`config.mk`:
```
export PLATFORM = sky130hd
export DESIGN_NAME = stopwatch_ctrl
export DESIGN_NICKNAME = d
export VERILOG_FILES = /design/src/rtl/stopwatch_ctrl_pkg.sv /design/src/rtl/stopwatch_ctrl_button.sv /design/src/rtl/stopwatch_ctrl.sv
export SDC_FILE = /design/constraint.sdc
export NUM_CORES = 1
export LEC_CHECK = 0
export ABC_AREA = 0
export CAP_MARGIN = 10
export CORE_ASPECT_RATIO = 1.2
export CORE_MARGIN = 5
export CORE_UTILIZATION = 25
export CTS_BUF_LIST = sky130_fd_sc_hd__clkbuf_2
export DETAILED_ROUTE_END_ITERATION = 12
export PLACE_DENSITY = 0.47
export SYNTH_ARGS = -nofsm -noshare
export SYNTH_HDL_FRONTEND = slang
export SYNTH_SLANG_ARGS = --single-unit
export TNS_END_PERCENT = 30
```
`constraint.sdc`:
```
create_clock -name clk -period 1.9 [get_ports clk]
set_input_delay 0.38 -clock clk [delete_from_list [all_inputs] [get_ports clk]]
set_output_delay 0.38 -clock clk [all_outputs]
set_load 0.005 [all_outputs]
```
`src/rtl/stopwatch_ctrl_pkg.sv`:
```
// Shared definitions for the stopwatch control slice.
//   - sw_state_e : 2-bit FSM state encoding (IDLE=0, RUN=1, PAUSE=2, LAP=3),
//                  also driven out on the state port for LEDs/debug.
//   - CLK_HZ     : default system clock rate; one count tick per second.
//   - ctr_width  : bit width of a counter that must hold 0..n-1
//                  (clog2(n), never below 1).
package stopwatch_ctrl_pkg;

    typedef enum logic [1:0] {
        IDLE  = 2'd0,
        RUN   = 2'd1,
        PAUSE = 2'd2,
        LAP   = 2'd3
    } sw_state_e;

    localparam int CLK_HZ = 50_000_000;

    function automatic int ctr_width(input int n);
        return (n > 2) ? $clog2(n) : 1;
    endfunction

endpackage

```
`src/rtl/stopwatch_ctrl_button.sv`:
```
// button_conditioner: turns one raw, active-low, asynchronous pushbutton
// into a single-cycle press pulse.
//   clk, rst_n : system clock, asynchronous active-low reset
//   key_n      : raw button level (0 = pressed), asynchronous to clk
//   press      : one-cycle pulse on an accepted released->pressed change
// A 2-flop synchronizer feeds a stability counter; a new level is accepted
// only after DEBOUNCE_CYCLES consecutive cycles that differ from the
// current accepted level. Releases update the level silently.
module button_conditioner
    import stopwatch_ctrl_pkg::*;
#(
    parameter int DEBOUNCE_CYCLES = 1_000_000
) (
    input  logic clk,
    input  logic rst_n,
    input  logic key_n,
    output logic press
);

    localparam int CW = ctr_width(DEBOUNCE_CYCLES);
    localparam logic [CW-1:0] CNT_LAST = CW'(DEBOUNCE_CYCLES - 1);

    logic          sync1_r;
    logic          sync2_r;
    logic          level_r;
    logic          press_r;
    logic [CW-1:0] cnt_r;
    logic          accept_s;

    // Acceptance fires on the last of DEBOUNCE_CYCLES differing cycles.
    always_comb begin
        accept_s = 1'b0;
        if ((sync2_r != level_r) && (cnt_r == CNT_LAST)) begin
            accept_s = 1'b1;
        end else begin
            accept_s = 1'b0;
        end
    end

    // Two-flop synchronizer; resets to the released level.
    always_ff @(posedge clk or negedge rst_n) begin
        if (!rst_n) begin
            sync1_r <= 1'b1;
            sync2_r <= 1'b1;
        end else begin
            sync1_r <= key_n;
            sync2_r <= sync1_r;
        end
    end

    // Stability counter, accepted level and press pulse.
    always_ff @(posedge clk or negedge rst_n) begin
        if (!rst_n) begin
            cnt_r   <= {CW{1'b0}};
            level_r <= 1'b1;
            press_r <= 1'b0;
        end else begin
            press_r <= 1'b0;
            if (sync2_r == level_r) begin
                // Any return to the accepted level restarts the count.
                cnt_r <= {CW{1'b0}};
            end else if (accept_s) begin
                cnt_r   <= {CW{1'b0}};
                level_r <= sync2_r;
                press_r <= ~sync2_r;
            end else begin
                cnt_r <= cnt_r + CW'(1);
            end
        end
    end

    assign press = press_r;

endmodule

```
`src/rtl/stopwatch_ctrl.sv`:
```
// stopwatch_ctrl: start/stop/lap/reset sequencing for the stopwatch counter.
//   clk, rst_n   : 50 MHz system clock, asynchronous active-low reset
//   key_start_n  : raw KEY0 (active-low) - start/stop
//   key_lap_n    : raw KEY1 (active-low) - lap while counting, reset when paused
//   at_max       : counter saturated at 59:59
//   count_en     : one-cycle count tick (once per TICK_DIV cycles while counting)
//   count_clr    : one-cycle synchronous clear, issued on PAUSE -> IDLE
//   disp_freeze  : high while in LAP (display holds lap value)
//   state        : current FSM state
//   running      : high in RUN or LAP
// All outputs are registered. The prescaler advances on edges where the
// current state counts, so the edge that leaves RUN still advances it and
// the fraction held in PAUSE is exactly what remains on resume.
module stopwatch_ctrl
    import stopwatch_ctrl_pkg::*;
#(
    parameter int TICK_DIV        = CLK_HZ,
    parameter int DEBOUNCE_CYCLES = 1_000_000
) (
    input  logic       clk,
    input  logic       rst_n,
    input  logic       key_start_n,
    input  logic       key_lap_n,
    input  logic       at_max,
    output logic       count_en,
    output logic       count_clr,
    output logic       disp_freeze,
    output logic [1:0] state,
    output logic       running
);

    localparam int PW = ctr_width(TICK_DIV);
    localparam logic [PW-1:0] PRESC_LAST = PW'(TICK_DIV - 1);

    logic          start_p_s;
    logic          lap_p_s;
    sw_state_e     state_r;
    sw_state_e     next_state_s;
    logic          clr_s;
    logic          counting_s;
    logic          wrap_s;
    logic [PW-1:0] presc_r;
    logic [PW-1:0] presc_next_s;
    logic          count_en_r;
    logic          count_clr_r;
    logic          disp_freeze_r;
    logic          running_r;

    button_conditioner #(
        .DEBOUNCE_CYCLES(DEBOUNCE_CYCLES)
    ) u_btn_start (
        .clk  (clk),
        .rst_n(rst_n),
        .key_n(key_start_n),
        .press(start_p_s)
    );

    button_conditioner #(
        .DEBOUNCE_CYCLES(DEBOUNCE_CYCLES)
    ) u_btn_lap (
        .clk  (clk),
        .rst_n(rst_n),
        .key_n(key_lap_n),
        .press(lap_p_s)
    );

    // Next-state logic; start outranks everything, at_max outranks lap.
    always_comb begin
        next_state_s = state_r;
        clr_s        = 1'b0;
        case (state_r)
            IDLE: begin
                if (start_p_s) begin
                    next_state_s = RUN;
                end else begin
                    next_state_s = IDLE;
                end
            end
            RUN: begin
                if (start_p_s || at_max) begin
                    next_state_s = PAUSE;
                end else if (lap_p_s) begin
                    next_state_s = LAP;
                end else begin
                    next_state_s = RUN;
                end
            end
            LAP: begin
                if (start_p_s || at_max) begin
                    next_state_s = PAUSE;
                end else if (lap_p_s) begin
                    next_state_s = RUN;
                end else begin
                    next_state_s = LAP;
                end
            end
            PAUSE: begin
                if (start_p_s) begin
                    // A saturated counter cannot resume.
                    if (at_max) begin
                        next_state_s = PAUSE;
                    end else begin
                        next_state_s = RUN;
                    end
                end else if (lap_p_s) begin
                    next_state_s = IDLE;
                    clr_s        = 1'b1;
                end else begin
                    next_state_s = PAUSE;
                end
            end
            default: begin
                next_state_s = IDLE;
            end
        endcase
    end

    // Prescaler next value: count while RUN/LAP, hold in PAUSE, zero on clear.
    always_comb begin
        counting_s   = (state_r == RUN) || (state_r == LAP);
        wrap_s       = counting_s && (presc_r == PRESC_LAST);
        presc_next_s = presc_r;
        if (clr_s) begin
            presc_next_s = {PW{1'b0}};
        end else if (wrap_s) begin
            presc_next_s = {PW{1'b0}};
        end else if (counting_s) begin
            presc_next_s = presc_r + PW'(1);
        end else begin
            presc_next_s = presc_r;
        end
    end

    // State, prescaler and registered outputs.
    always_ff @(posedge clk or negedge rst_n) begin
        if (!rst_n) begin
            state_r       <= IDLE;
            presc_r       <= {PW{1'b0}};
            count_en_r    <= 1'b0;
            count_clr_r   <= 1'b0;
            disp_freeze_r <= 1'b0;
            running_r     <= 1'b0;
        end else begin
            state_r       <= next_state_s;
            presc_r       <= presc_next_s;
            // Tick is suppressed at saturation; clr_s only occurs in PAUSE,
            // where wrap_s is low, so the two pulses never coincide.
            count_en_r    <= wrap_s & ~at_max;
            count_clr_r   <= clr_s;
            disp_freeze_r <= (next_state_s == LAP);
            running_r     <= (next_state_s == RUN) || (next_state_s == LAP);
        end
    end

    assign count_en    = count_en_r;
    assign count_clr   = count_clr_r;
    assign disp_freeze = disp_freeze_r;
    assign state       = state_r;
    assign running     = running_r;

endmodule
```
==> impl_results.md, run 1 <==
- YS warnings: 0
- Worst VDD drop: 0.000279 V
- Antenna violations before repair: 1
- Hold slack final: 213 ps
- Yosys top cell area share: 46.4%
- Unrepaired setup endpoints after global routing: no
- Sequential share of the synthesized area: 50.4%
- Fillers: 1697
- IO Pins: 11
- Setup WS post-layout: 99.4 ps
- Max-cap violations: 0
- Area Growth Syn to Fin: 17.4%
- Layout cells sized above 1: 16.0%
- Starting density of the core: 25.4%
- Max-slew headroom: 73.0%
- Die area: 18400 µm²
- Critical path capture point type: flip-flop
- Syn Inst Count: 407
- Worst Path Required: 2390 ps
- Final hold vios: 0
- Max Buffers Root-to-Sink: 2
- Pin count of the biggest net entering global routing: 29
- Lkg Pwr: 0.00194 µW
- R2R setup slack: 100 ps
- Via/cell ratio: 4.47
- Post-synth top cells: dfrtp_1 (73), nand2_1 (55), nor2_1 (49)
- Post-synth EDFFs: 0
- Worst-path fanout max: 6
- DIE WIDTH: 125 µm
- Final period utilization: 94.8%
- Inserted Clock Buffers: 9
- GPL Wtd Cong: 0.861
- Final #Nets: 459
- Vias: 2974
- Fmax: 555 MHz
- H-Tree Depth: 3
- Drt first pass iters: 4
- Skew final: 22.8 ps
- Top cell type by total area after synthesis: dfrtp_1
- # setup viols final: 0
- Vias in the first global route: 3029
- Total power: 2540 µW
- Top cells by area, synth: dfrtp_1 (46%), xor2_1 (7.3%), xnor2_1 (5.6%)
- Clock root buffer master: clkbuf_2
- Synth Area per Inst: 9.67 µm²
- Detailed placement HPWL: 6080 µm
- First-pass GRT wire length: 14800 µm
- Pre-CTS setup slack: 96.9 ps
- Distinct cells, synth: 43
- Worst Tran Pin Value: 405 ps
- Standard-cell row count: 50
- Hold crit path type: in -> reg
- PortBufs: 10
- WP data arrival: 2290 ps
- CTS tree: done
- Post-route ant nets: 0
- Wire length per cell: 12.6 µm
- Final period demand of the worst path: 1800 ps
- # DRC: 0
- Main synth FF type: dfrtp_1
- Synth Register Bits: 79
- Dpl cell area: 4480 µm²
- Worst-path clk slew: 210 ps
- WS Path Type: reg -> reg
- Total negative slack: 0 ps
- R2R cell count: 5
- Syn_nets: 415
- Tot GR Track Use: 9.85%
- Chip Height: 147 µm
- Ys async rst share: 100%
- Grt total ovfl: 0
- DRT iter0 DRCs: 128
- Post-Syn Area: 3940 µm²
- Clock Sinks: 79
- Clock latency on the worst-skew pair: 540 ps
- Power density cells: 549 nW/µm²
- Final Max Slew Viols: 0
- WHS Path Cells: 1
- Total Wirelength: 8380 µm
- Worst setup SP type: flip-flop
- Most numerous cell in the Yosys netlist: dfrtp_1
- Final Cell Area: 4620 µm²
- Core box area: 15500 µm²
- Status: finished clean
cells by family after synthesis:
family / count (synthesis) / share of synthesized area, %
DFF: 79 / 50.4
AOI/OAI and AO/OA: 33 / 4.83
xor gates and xnor gates: 58 / 12.9
muxes: 2 / 0.572
buffers and inverters: 21 / 2.96
adders and majority gates: 3 / 0.954
and+or+nand+nor: 211 / 27.3
what timing repair did:
action                                  4_1_cts  5_1_grt
hold buffers                                  1        0
hold endpoints to repair                     25        0
endpoints found under the setup margin        3       53
resized for setup                             4        8
setup buffers                                 2        2
worst max-delay path, cell delays in order, from the launching register on:
cell and delay, ps:
dfrtp_1 490, and4_4 300, nand4_4 120, or3_1 390
or3_1 310, a31oi_1 160
metal layers:
layer  vias up  part of all wire [%]  GRT usage, %
met1      1441                    46          12.1
met2        30                    49          16.3
li1       1489                     -             -
met3        14                   2.7          3.07
met5         -                     0             0
met4         0                   2.2          3.62
final cells by class:
cell class              instances  area [µm²]  area share, %
clock inverters                 6        27.5          0.596
clock buffers                  10        50.0           1.08
repair buffers                 49         420           9.10
well taps                     208         260           5.63
inverters                       5        18.8          0.406
flip-flops and latches         79        1980           42.9
multi-input cells             307        1860           40.2
diodes                          1        2.50         0.0542
through the flow:
stage          instances  util [%]
2_1_floorplan        407         -
3_3_place_gp         643      28.8
3_5_place_dp         643      28.8
4_1_cts              662      29.5
5_1_grt              665      29.8
6_report             665      29.8
cell usage in the layout, fill, tap and decap left out, types with 3 or more instances in the layout:
cell type | Yosys | routed
inv_1 | 5 | 5
nand2_1 | 55 | 55
clkinv_1 | 0 | 4
clkbuf_2 | 0 | 10
dfrtp_1 | 73 | 73
buf_4 | 2 | 36
dfstp_2 | 6 | 6
o21ai_0 | 23 | 23
nand3_1 | 28 | 28
a21oi_1 | 3 | 3
dlygate4sd2_1 | 0 | 3
xor2_1 | 33 | 33
nor4_1 | 5 | 5
or3_1 | 4 | 4
clkdlybuf4s50_1 | 0 | 5
nor3_1 | 8 | 8
nand4_1 | 18 | 18
nor2_1 | 49 | 49
xnor2_1 | 25 | 25
and3_1 | 13 | 13
and4_1 | 6 | 4
and2_1 | 5 | 5
where the power goes:
part | leakage, µW | switching [µW] | internal (µW) | total, µW
registers | 0.00108 | 15.7 | 1700 | 1720
logic | 0.000811 | 60.8 | 33.9 | 94.7
clock network | 0.0000519 | 568 | 158 | 726
state kept, by name (all words and copies together), names as in the netlist:
name	cells
presc_r	26
u_btn_lap.cnt_r	20
u_btn_start.cnt_r	20
state	2
count_clr	1
count_en	1
disp_freeze	1
u_btn_lap.level_r	1
u_btn_lap.press	1
u_btn_lap.sync1_r	1
u_btn_lap.sync2_r	1
u_btn_start.level_r	1
u_btn_start.press	1
u_btn_start.sync1_r	1
u_btn_start.sync2_r	1
final timing paths:
path / from / endpoint
max: presc_r[10] / presc_r[25]
min reg2reg: u_btn_lap.sync1_r / u_btn_lap.sync2_r
max in group asynchronous: rst_n / presc_r[10]
max reg2reg: presc_r[10] / presc_r[25]
min in group asynchronous: rst_n / presc_r[23]
min: key_lap_n / u_btn_lap.sync1_r
(Power assumes the default switching activity.)
==> inputs of run 2 (changes only) <==
--- a/config.mk
+++ b/config.mk
@@ -13,7 +13,8 @@
 export CTS_BUF_LIST = sky130_fd_sc_hd__clkbuf_2
 export DETAILED_ROUTE_END_ITERATION = 12
 export PLACE_DENSITY = 0.47
+export SKIP_LAST_GASP = 1
 export SYNTH_ARGS = -nofsm -noshare
 export SYNTH_HDL_FRONTEND = slang
 export SYNTH_SLANG_ARGS = --single-unit
-export TNS_END_PERCENT = 30
+export TNS_END_PERCENT = 100
==> impl_results.md, run 2 (synthesized netlist as in run 1, its figures left out) <==
- Tot GR Track Use: 9.88%
- Detailed placement HPWL: 6080 µm
- DIE WIDTH: 125 µm
- Max reg flops: 26
- Sequential share of power: 67.6%
- Core box area: 15500 µm²
- WS Path Type: reg -> reg
- GPL Wtd Cong: 0.861
- Core Util, Final: 29.8%
- Final Max Slew Viols: 0
- Worst Tran Pin Value: 404 ps
- # setup viols final: 0
- Vias in the first global route: 3040
- Fillers: 1696
- Die area: 18400 µm²
- Max Buffers Root-to-Sink: 2
- Worst setup SP type: flip-flop
- # DRC: 0
- PortBufs: 10
- Drt first pass iters: 4
- Clock root buffer master: clkbuf_2
- Starting density of the core: 25.4%
- Most frequent cells in the layout: dfrtp_1 (73), nand2_1 (55), nor2_1 (49)
- Standard-cell row count: 50
- WP data arrival: 2290 ps
- Final #Nets: 460
- Biggest register: presc_r
- Final period demand of the worst path: 1800 ps
- Biggest regs: presc_r (26), u_btn_lap.cnt_r (20), u_btn_start.cnt_r (20)
- Layout cells sized above 1: 16.2%
- Pin count of the biggest net entering global routing: 29
- Worst hold path startpoint: key_lap_n
- Total negative slack: 0 ps
- Final period utilization: 94.6%
- Net Sw Power: 646 µW
- Post-route ant nets: 0
- CP max-delay cell: dfrtp_1
- Vias: 2985
- Most common cell after layout, fill and taps aside: dfrtp_1
- Worst VDD drop: 0.000279 V
- Crit path cell chain: and4_4 > nand4_4 > or3_1 > or3_1 > a31oi_1
- Skew final: 25.3 ps
- Setup WS post-layout: 102 ps
- Worst Path Required: 2390 ps
- Cell repeated most along the worst path: or3_1
- Worst setup path start: presc_r[10]
- Reg-to-reg startpoint: presc_r[10]
- Lkg Pwr: 0.00195 µW
- Via/cell ratio: 4.48
- Wire length per cell: 12.6 µm
- Pre-CTS setup slack: 96.9 ps
- Area Growth Syn to Fin: 17.6%
- Fmax: 556 MHz
- Switching share of total power: 25.4%
- H-Tree Depth: 3
- CTS tree: done
- Grt total ovfl: 0
- Worst-path clk slew: 210 ps
- IO Pins: 11
- Final hold vios: 0
- Hold crit path type: in -> reg
- Max-slew headroom: 73.1%
- Worst-path fanout max: 6
- Critical Path Max Stage Delay: 490 ps
- Antenna violations before repair: 1
- First-pass GRT wire length: 14800 µm
- Clock latency on the worst-skew pair: 550 ps
- Power density cells: 549 nW/µm²
- Clock Power Share: 28.6%
- Status: finished clean
- Inserted Clock Buffers: 9
- Critical path capture point type: flip-flop
- Max-cap violations: 0
- Chip Height: 147 µm
- Power share of the combinational group: 3.7%
- Clock Sinks: 79
- Unrepaired setup endpoints after global routing: no
- Pint: 1890 µW
- Total Wirelength: 8420 µm
- DRT iter0 DRCs: 125
[run 2: worst paths after layout]
check,cells after the start,end,slack (ps)
hold / removal,1,u_btn_lap.sync1_r,220
setup / recovery,5,presc_r[25],100
max in group asynchronous,3,presc_r[10],1060
hold reg to reg,0,u_btn_lap.sync2_r,370
setup reg to reg,5,presc_r[25],100
min in group asynchronous,2,presc_r[23],270
[run 2: area by class of cell]
| type | instances | area [µm²] | share of cell area [%] |
|---|---|---|---|
| Timing Repair Buffer | 50 | 428 | 9.25 |
| Tap cell | 208 | 260 | 5.62 |
| Sequential cell | 79 | 1980 | 42.9 |
| Inverter | 5 | 18.8 | 0.406 |
| Clock buffer | 10 | 50.0 | 1.08 |
| Multi-Input combinational cell | 307 | 1860 | 40.1 |
| Antenna cell | 1 | 2.50 | 0.0541 |
| Clock inverter | 6 | 27.5 | 0.595 |
[run 2: timing repair]
action                     in CTS  in global routing
hold buffers                    1                  0
gates resized for setup         4                  8
setup endpoints to repair       3                 53
hold endpoints to repair       25                  0
setup buffers                   3                  2
[run 2: critical path, delay by kind of cell (launching register included)]
kind	cells	cell delay, ps
DFF	1	490
AOI/OAI and AO/OA	1	160
and+or+nand+nor	4	1120
[run 2: layer usage]
metal	vias up	global-route usage, %	routed length [µm]
met4	0	3.62	184
met5	-	0	0
li1	1494	-	-
met3	15	3.07	268
met1	1443	12.1	3900
met2	33	16.5	4070
[run 2: power groups by stage]
stage               clock network, µW  logic [µW]  registers, µW
floorplan                           0        30.6           1740
finish                            728        94.8           1720
global placement                    0        95.5           1750
detailed placement                  0        96.4           1750
CTS                               791        98.5           1720
global route                      865         111           1720
[run 2: metrics by stage]
step | hold slack (ps) | area (µm²) | instances | total power, µW
CTS | 143 | 4590 | 663 | 2610
global route | 115 | 4630 | 666 | 2700
global placement | 344 | 4480 | 643 | 1840
floorplan | 84.4 | 3940 | 407 | 1770
detailed placement | 343 | 4480 | 643 | 1840
finish | 218 | 4630 | 666 | 2540
